<file path="src/rtl/cmp_pkg.sv">
// rtl/cmp_pkg.sv - shared constants and state encoding for the serial comparator
// Purpose: digit width and FSM state encoding used by the serial comparator
//          and its 2-bit digit comparator.
// Ports: none (package).
package cmp_pkg;

  localparam int DIGIT_W = 2;

  // Encoding 2'd3 is unused; the FSM treats it as illegal and returns to IDLE.
  typedef enum logic [1:0] {
    IDLE = 2'd0,
    CMP  = 2'd1,
    DONE = 2'd2
  } state_t;

endpackage

</file>
<file path="src/rtl/magnitude_comparator_using_decoder.sv">
// rtl/magnitude_comparator_using_decoder.sv - combinational 2-bit comparator built from one-hot decoders
// Purpose: compares two unsigned 2-bit digits. Each digit is decoded to a
//          one-hot vector; gt/eq/lt are the OR of the matching decode pairs.
// Ports:
//   A   in  2  digit A, unsigned
//   B   in  2  digit B, unsigned
//   gt  out 1  A > B
//   eq  out 1  A == B
//   lt  out 1  A < B
module magnitude_comparator_using_decoder
  import cmp_pkg::*;
(
  input  logic [DIGIT_W-1:0] A,
  input  logic [DIGIT_W-1:0] B,
  output logic               gt,
  output logic               eq,
  output logic               lt
);

  localparam int N = 1 << DIGIT_W;

  logic [N-1:0] dec_a;
  logic [N-1:0] dec_b;

  always_comb begin
    dec_a = N'(1) << A;
    dec_b = N'(1) << B;
    gt    = 1'b0;
    eq    = 1'b0;
    lt    = 1'b0;
    // Exactly one (i, j) pair is active; its relative position picks the output.
    for (int i = 0; i < N; i++) begin
      for (int j = 0; j < N; j++) begin
        if (i > j) begin
          gt = gt | (dec_a[i] & dec_b[j]);
        end else if (i == j) begin
          eq = eq | (dec_a[i] & dec_b[j]);
        end else begin
          lt = lt | (dec_a[i] & dec_b[j]);
        end
      end
    end
  end

endmodule

</file>
<file path="src/rtl/serial_magnitude_comparator.sv">
// rtl/serial_magnitude_comparator.sv - multi-cycle MSB-first unsigned magnitude comparator
// Purpose: compares two WIDTH-bit unsigned operands one 2-bit digit per clock,
//          MSB first, stopping at the first unequal digit. Result is held
//          from the done pulse until the next accepted start.
// Ports:
//   clk    in  1      rising-edge clock
//   rst    in  1      asynchronous active-high reset
//   start  in  1      request, sampled only while idle
//   a      in  WIDTH  operand A, captured on accepted start
//   b      in  WIDTH  operand B, captured on accepted start
//   busy   out 1      operation in progress (not idle)
//   done   out 1      one-cycle result-valid pulse
//   gt     out 1      A > B (registered)
//   eq     out 1      A == B (registered)
//   lt     out 1      A < B (registered)
module serial_magnitude_comparator
  import cmp_pkg::*;
#(
  parameter int WIDTH = 8
) (
  input  logic             clk,
  input  logic             rst,
  input  logic             start,
  input  logic [WIDTH-1:0] a,
  input  logic [WIDTH-1:0] b,
  output logic             busy,
  output logic             done,
  output logic             gt,
  output logic             eq,
  output logic             lt
);

  localparam int D     = WIDTH / DIGIT_W;
  localparam int CNT_W = (D > 1) ? $clog2(D) : 1;

  state_t           state;
  state_t           state_nxt;
  logic [WIDTH-1:0] sa;
  logic [WIDTH-1:0] sb;
  logic [CNT_W-1:0] cnt;
  logic             dig_gt;
  logic             dig_eq;
  logic             dig_lt;

  magnitude_comparator_using_decoder u_digit_cmp (
    .A  (sa[WIDTH-1 -: DIGIT_W]),
    .B  (sb[WIDTH-1 -: DIGIT_W]),
    .gt (dig_gt),
    .eq (dig_eq),
    .lt (dig_lt)
  );

  always_ff @(posedge clk or posedge rst) begin
    if (rst) begin
      state <= IDLE;
    end else begin
      state <= state_nxt;
    end
  end

  always_comb begin
    state_nxt = state;
    case (state)
      IDLE: if (start) state_nxt = CMP;
      CMP:  if (dig_gt || dig_lt || (cnt == '0)) state_nxt = DONE;
      DONE: state_nxt = IDLE;
      default: state_nxt = IDLE;
    endcase
  end

  always_ff @(posedge clk or posedge rst) begin
    if (rst) begin
      sa <= '0;
      sb <= '0;
      cnt <= '0;
      gt <= 1'b0;
      eq <= 1'b0;
      lt <= 1'b0;
    end else begin
      case (state)
        IDLE: begin
          if (start) begin
            sa  <= a;
            sb  <= b;
            cnt <= CNT_W'(D - 1);
            gt  <= 1'b0;
            eq  <= 1'b0;
            lt  <= 1'b0;
          end
        end
        CMP: begin
          // On the last digit an equal compare already reads 010, so every
          // exit latches the digit comparator directly.
          if (dig_gt || dig_lt || (cnt == '0)) begin
            gt <= dig_gt;
            eq <= dig_eq;
            lt <= dig_lt;
          end else begin
            sa  <= sa << DIGIT_W;
            sb  <= sb << DIGIT_W;
            cnt <= cnt - 1'b1;
          end
        end
        default: begin
        end
      endcase
    end
  end

  assign busy = (state != IDLE);
  assign done = (state == DONE);

endmodule

</file>
<file path="config.mk">
export PLATFORM = sky130hd
export DESIGN_NAME = serial_magnitude_comparator
export DESIGN_NICKNAME = d
export VERILOG_FILES = /design/src/rtl/cmp_pkg.sv /design/src/rtl/magnitude_comparator_using_decoder.sv /design/src/rtl/serial_magnitude_comparator.sv
export SDC_FILE = /design/constraint.sdc
export NUM_CORES = 1
export LEC_CHECK = 0
export CAP_MARGIN = 30
export CORE_ASPECT_RATIO = 0.8
export CORE_MARGIN = 5
export CORE_UTILIZATION = 35
export DETAILED_ROUTE_END_ITERATION = 8
export DONT_BUFFER_PORTS = 1
export HOLD_SLACK_MARGIN = 0.15
export PLACE_DENSITY = 0.55
export SLEW_MARGIN = 20
export SYNTH_ARGS = -nofsm -noshare
export SYNTH_HDL_FRONTEND = slang
export SYNTH_SLANG_ARGS = --single-unit
export TNS_END_PERCENT = 1
</file>
<file path="constraint.sdc">
create_clock -name clk -period 1.8 [get_ports clk]
set_input_delay 0.27 -clock clk [delete_from_list [all_inputs] [get_ports clk]]
set_output_delay 0.27 -clock clk [all_outputs]
set_load 0.1 [all_outputs]
</file>
; ---- After elaboration in Yosys (flattened, before gate mapping)
; Cells that the tools add are included.
; W data, S select, Z words.
[totals]
register_bits = 23
input_bits = 19
out_inout_bits = 5
wordCells = 72
[classes]
n_addsub = 1
eq_ne = 5
shifts = 2
n_mux = 19
bitwise_logic = 29
reduce_logical = 9
[ops]
columns = cell, count
row1 = $mux W8, 4
row2 = $pmux W8 S2, 2
row3 = $and A1 B1 Y1, 16
row4 = $or A1 B1 Y1, 13
row5 = $mux W2, 4
row6 = $pmux W2 S2, 2
row7 = $shl A1 B2 Y4 const A, 2
row8 = $ne A2 B2 Y1 const B, 3
row9 = $pmux W1 S2, 3
row10 = $reduce_and A3 Y1, 2
row11 = $logic_not A2 Y1, 2
row12 = $mux W1, 4
row13 = $reduce_bool A2 Y1, 2
row14 = $eq A2 B1 Y1 const B, 1
row15 = $eq A2 B2 Y1 const B, 1
row16 = $logic_or A1 B1 Y1, 2
row17 = $reduce_and A2 Y1, 1
row18 = $sub A2 B1 Y2 const B, 1

; ---- Depth between registers and ports, before layout
[depth]
depth_word = 11
mapped_depth = 6
depth_no_buf = 5

; ---- Hierarchy
; Synthesis repeated with hierarchy kept, for this count alone.
[unflattened]
hier_cells = 106
area_unflattened_um2 = 1211.2
[by_module_without_submodules]
columns = module, instances, cells_each, area_per_inst_um2, seq_area_each_um2
row1 = serial_magnitude_comparator, 1, 99, 1156.1, 575.6
row2 = magnitude_comparator_using_decoder, 1, 7, 55.1, 0.0

; ---- Worst setup path before layout
; Ideal clock, no wire load.
[synth_timing]
path_kind = flip-flop to output port
start = reg state[0]
end = out done
arrival_time_ps = 1850
required_time_ps = 1530
slack_ps = -320
path_stages_with_launch = 3
n_path_buf = 1
path_cell_list = dfrtp_1 > buf_2 > nor2b_1
[synth_between]
elab_chain_cells = 1
[synth_rtl]
columns = item, line
row1 = from (decl), serial_magnitude_comparator.sv:36  ; state_t state;
row2 = from (signal assigned), serial_magnitude_comparator.sv:57  ; state <= state_nxt;
row3 = $eq A2 B2 Y1, serial_magnitude_comparator.sv:111  ; assign done = (state == DONE);
row4 = to (decl), serial_magnitude_comparator.sv:27  ; output logic done,
; No other way between the ends.

; ---- Final worst setup path
[layout_timing]
start = reg cnt[1]
end = reg sa[2]
[layout_between]
elab_chain_cells = 4
[layout_rtl]
columns = item, line
row1 = from (decl), serial_magnitude_comparator.sv:40  ; logic [CNT_W-1:0] cnt;
row2 = from (signal assigned), serial_magnitude_comparator.sv:85  ; cnt <= CNT_W'(D - 1);
row3 = from (signal assigned), serial_magnitude_comparator.sv:101  ; cnt <= cnt - 1'b1;
row4 = $logic_not A2 Y1, serial_magnitude_comparator.sv:94  ; if (dig_gt || dig_lt || (cnt == '0)) begin
row5 = $logic_or A1 B1 Y1, serial_magnitude_comparator.sv:94
row6 = $ne A2 B2 Y1 (no line), n/a
row7 = $reduce_and A3 Y1 (no line), n/a
row8 = to (signal assigned), serial_magnitude_comparator.sv:99  ; sa <= sa << DIGIT_W;
row9 = to (decl), serial_magnitude_comparator.sv:38  ; logic [WIDTH-1:0] sa;
; No other way between the ends.
; A chain may end at the register's enable or synchronous reset.

==> results by group <==
Global routing
  – GR Util All Layers: 11.8%
  – Grt ovf: 0
  – Largest net degree at the start of global routing: 24
  – Vias in the first global route: 874
  – Initial antenna violation count: 0
  – First-pass GRT wire length: 4010 um

Logic synthesis
  – Top_reg_cell synth: dfrtp_1
  – Synth Instances: approximately 100
  – Syn Area/Cell: ~11 um^2
  – Post-Syn Nets: 122
  – Sequential share of the synthesized area: approximately 51%
  – Yosys top cell by area: dfrtp_1
  – Ys async rst share: 100%
  – Number of flops mapped to enable cells by yosys: 0
  – YS warnings: 0
  – Synth Cell Area: approximately 0.0011 mm^2
  – Yosys top cell area share: ~50%
  – Synth unique cells: 27
  – Register bit count reported by yosys: 23
  – Synth area leaders: dfrtp_1 (51%), o221a_1 (7.9%), nand2b_1 (7.7%)

Critical path
  – Crit. End Element: flop
  – Crit Path Category: flop to flop
  – CP required: about 2 ns
  – CP Launch Type: flop
  – Max FO, Critical Path: 13
  – CP Data Arrival Time: 1.85 ns
  – Worst R2R Setup Slack: roughly 0.10 ns

Floorplanning
  – # rows: 18
  – Starting Density: a little over a third
  – Die H: 60.9 um
  – Die footprint: 0.00448 mm^2
  – Top Ports: 24
  – Core area: 0.00311 mm^2
  – Die W: around 74 um

CTS
  – CTS H-tree depth: 1
  – Clk sinks: 23
  – # Post-CTS Setup Buffers: 0
  – Reg clk slew, reported paths: approximately 0.09 ns
  – CTS tree: yes
  – Root Driver: clkbuf_8
  – CTS Buffer Depth: 2
  – CTS Buf Count: 3
  – Clock latency on the worst-skew pair: 0.26 ns

STA
  – # setup viols final: 0
  – Final worst-path cycle share: 94.5%
  – Clock Skew: ~0.0047 ns
  – Min cycle time layout: between 1.5 and 2 ns
  – Slew Limit Headroom: around two thirds
  – Final Max Tran Viols: 0
  – Fin. Hold Viols: 0
  – RSZ-0062 raised after global routing: false
  – Worst hold margin: 0.264 ns
  – Max frequency: between 500 and 600 MHz
  – Setup_tns: 0 ns
  – Worst slew pin tran: 0.514 ns

Cells and area
  – Seq. cell area: between 500 and 600 um^2
  – Footprint of the multi-input gates: 512 um^2
  – Most frequent cells in the layout: dfrtp_1 (23), nand2b_1 (14), buf_4 (14)
  – Antenna fix cells: 0
  – Layout area overhead: 21.0%
  – Most common cell after layout, fill and taps aside: dfrtp_1
  – Layout cells sized above 1: 24.8%
  – Fill cells: 304
  – Nets@finish: 142

Drt
  – Vias/cell: about 5.3
  – Total vias in the final route: roughly 850
  – Routed Antenna Nets: 0
  – Drt drc: 0
  – Total wire length: 2340 um
  – DR iter-0 viols: 38
  – WL/cell: approximately 15 um
  – Drt pass-1 iters: 4

Status
  – Status: completed

Placement
  – Placer Congestion: just over 0.7
  – Port bufs: 0
  – Hpwl dp: around 1700 um

Pwr
  – Static Leak: between 0.5 and 0.6 nW
  – Pwr per Cell Area: 1860 mW/mm^2
  – Max VDD drop: around 0.0008 V

Worst hold path
  – Worst min path class: primary input to flop

Job
  – Max-cap viol count: 0
state kept, by name (all words and copies together) (netlist names):
signal	count
cnt	2
gt	1
state	2
sb	8
sa	8
lt	1
eq	1
logic make-up after synthesis:
group	Yosys count	synth area share [%]
AOI/OAI and AO/OA	24	18.9
DFF	23	50.8
muxes	2	1.88
xor gates and xnor gates	2	1.55
adders and majority gates	3	2.87
and+or+nand+nor	38	19.8
buffers and inverters	10	4.30
metrics by stage:
step / setup slack, ns / total power, mW / util, % / std cells / cell area (um^2)
floorplan: 0.0524 / 1.87 / - / 102 / 1140
global route: 0.00836 / 2.74 / 44.1 / 161 / 1370
finish: 0.0997 / 2.56 / 44.1 / 161 / 1370
CTS: 0.0937 / 2.58 / 44.0 / 161 / 1370
detailed placement: 0.107 / 2.23 / 40.8 / 152 / 1270
global placement: 0.131 / 2.21 / 40.8 / 152 / 1270
worst max-delay path: stages (launching register included):
cell and delay [ns]:
dfrtp_1 0.36, inv_1 0.05, ha_1 0.18, or4_1 0.57, buf_6 0.18, o221a_2 0.26
cell usage after synthesis, drive strengths merged, types with 2 or more instances:
master	n
nor2	3
maj3	2
inv	5
o21ai	8
dfrtp	23
nand2b	15
nor2b	2
nand2	10
o211ai	2
o221a	12
or4	3
buf	4
xor2	2
cell type report:
| type | instances | share of cell area, % |
|---|---|---|
| Clock buffer | 3 | 3.01 |
| Clock inverter | 1 | 0.547 |
| Inverter | 5 | 1.37 |
| Multi-Input combinational cell | 69 | 37.3 |
| Sequential cell | 23 | 42.0 |
| Tap cell | 40 | 3.65 |
| Timing Repair Buffer | 20 | 12.1 |
layer usage:
metal  GRT usage, %  part of all wire [%]
met5              0                     0
met4           2.33                  0.56
met3           3.64                   3.5
met2           18.3                    45
met1           16.4                    51
path summary, 6_finish.rpt:
kind	depth (start not counted)	from	end
min in group asynchronous	3	rst	sb[1]
max in group asynchronous	3	rst	sb[6]
setup / recovery	5	cnt[1]	sa[2]
setup reg to reg	5	cnt[1]	sa[2]
hold reg to reg	2	sa[0]	sa[0]
hold / removal	2	b[5]	sb[5]
timing repair:
action	4_1_cts	5_1_grt
hold buffers	5	0
resized for setup	0	1
setup endpoints to repair	0	1
endpoints found under the hold margin	27	0
where the power goes:
group	internal [mW]	total, mW	switching (mW)	leakage, nW
Sequential	0.750	0.918	0.169	0.267
Clock	0.156	0.328	0.171	0.0217
Combinational	0.555	1.31	0.756	0.293
No activity file was read; power rests on OpenSTA's default activity.
==> RTL change (same settings) <==
Reset style: synchronous (`rst`), changed in 2 clocked blocks. Comments in the files are not updated.
--- a/src/rtl/serial_magnitude_comparator.sv
+++ b/src/rtl/serial_magnitude_comparator.sv
@@ -52,3 +52,3 @@
 
-  always_ff @(posedge clk or posedge rst) begin
+  always_ff @(posedge clk) begin
     if (rst) begin
@@ -70,3 +70,3 @@
 
-  always_ff @(posedge clk or posedge rst) begin
+  always_ff @(posedge clk) begin
     if (rst) begin
Behaviour: differs if rst is asserted again (counterexample within 4 cycles, from zero or initial values and one cycle with rst high); with rst held inactive, the same outputs for 10 cycles.
==> RTL change against the original RTL <==
  * Sequential share of layout area decreased by 7.3 points
  * Worst setup slack got worse by 0.032 ns
  * Synthesized area decreased by 10%
  * Design area decreased by 3.2%
  * Routed wire length decreased by 11%
  * Sequential cell count unchanged
Power is not compared: it rests on default switching activity, and its combinational part moved more than twofold at a synthesized area within 25%.
==> RTL change: results <==
set metrics [dict create \
    root_buffer "clkbuf_4" \
    synth_area_leaders "dfxtp_1 (45%), and2_1 (7.4%), a221o_1 (6.9%)" \
    grt_max_degree 19 \
    crit_end "sb[6]" \
    grt_pass1_wl_um 3370 \
    grt_util_met3_pct 4.33 \
    place_ws_ns -0.0877 \
    ys.flop_type "dfxtp_1" \
    synth.distinct_cells 28 \
    n_tap_cell 38 \
    synthMuxAreaShare_pct 0.984 \
    grt_pass1_vias 737 \
    reg2reg_slack_ns 0.07 \
    track_usage_pct 10.5 \
    synth_compound_area_share_pct 25.0 \
    max_stage_delay_ns 0.38 \
    synth_seq_area_share_pct 45.3 \
    ctsHoldBuffers 9 \
    grt.met2_usage_pct 17.5 \
    worst_r2r_startpoint "cnt[0]" \
    nonClockBufferCount 27 \
    routed_wl_um 2080 \
    vias_per_cell 5.02 \
    status "finished, final reports clean" \
    dp_hpwl_um 1410 \
    slowest_stage "a221o_2" \
    synth_nets 115 \
    route.met2.wl_um 969 \
    cp_max_fo 16 \
    cp.required_ns 2.02 \
    syn_inst 95 \
    cpLargestDelayFamily "compound AO/OA/AOI/OAI gates" \
    dp_cells 143 \
    drt_iter0_drc 31 \
    drive_above_1_share_pct 30.3 \
    num_vias 803 \
    drt-met1-wl_um 958 \
    wl_met3_um 121 \
]
## RTL change: changes by cell type after synthesis, sizes merged, moves of 2 or more
cell | before | now
dfrtp | 23 | 0
dfxtp | 0 | 23
nand2b | 15 | 1
a221o | 0 | 13
and2 | 0 | 12
o221a | 12 | 0
nand2 | 10 | 2
a21oi | 0 | 4
a22o | 0 | 4
nor3 | 1 | 5
o21ai | 8 | 4
or4 | 3 | 0
o211ai | 2 | 0
## RTL change: how the worst min path moves through the flow
stage | to | start | slack (ns)
6_report | sa[2] | a[2] | 0.16
5_1_grt | sb[2] | b[2] | 0.15
4_1_cts | sa[5] | a[5] | 0.15
3_5_place_dp | gt | rst | 0.34
3_3_place_gp | lt | rst | 0.34
2_1_floorplan | sa[0] | a[0] | 0.40
## RTL change: report_power, final
part / switching [mW] / internal, mW
Clock: 0.165 / 0.0850
Combinational: 0.199 / 0.175
Sequential: 0.0334 / 0.561
Total: 0.397 / 0.821
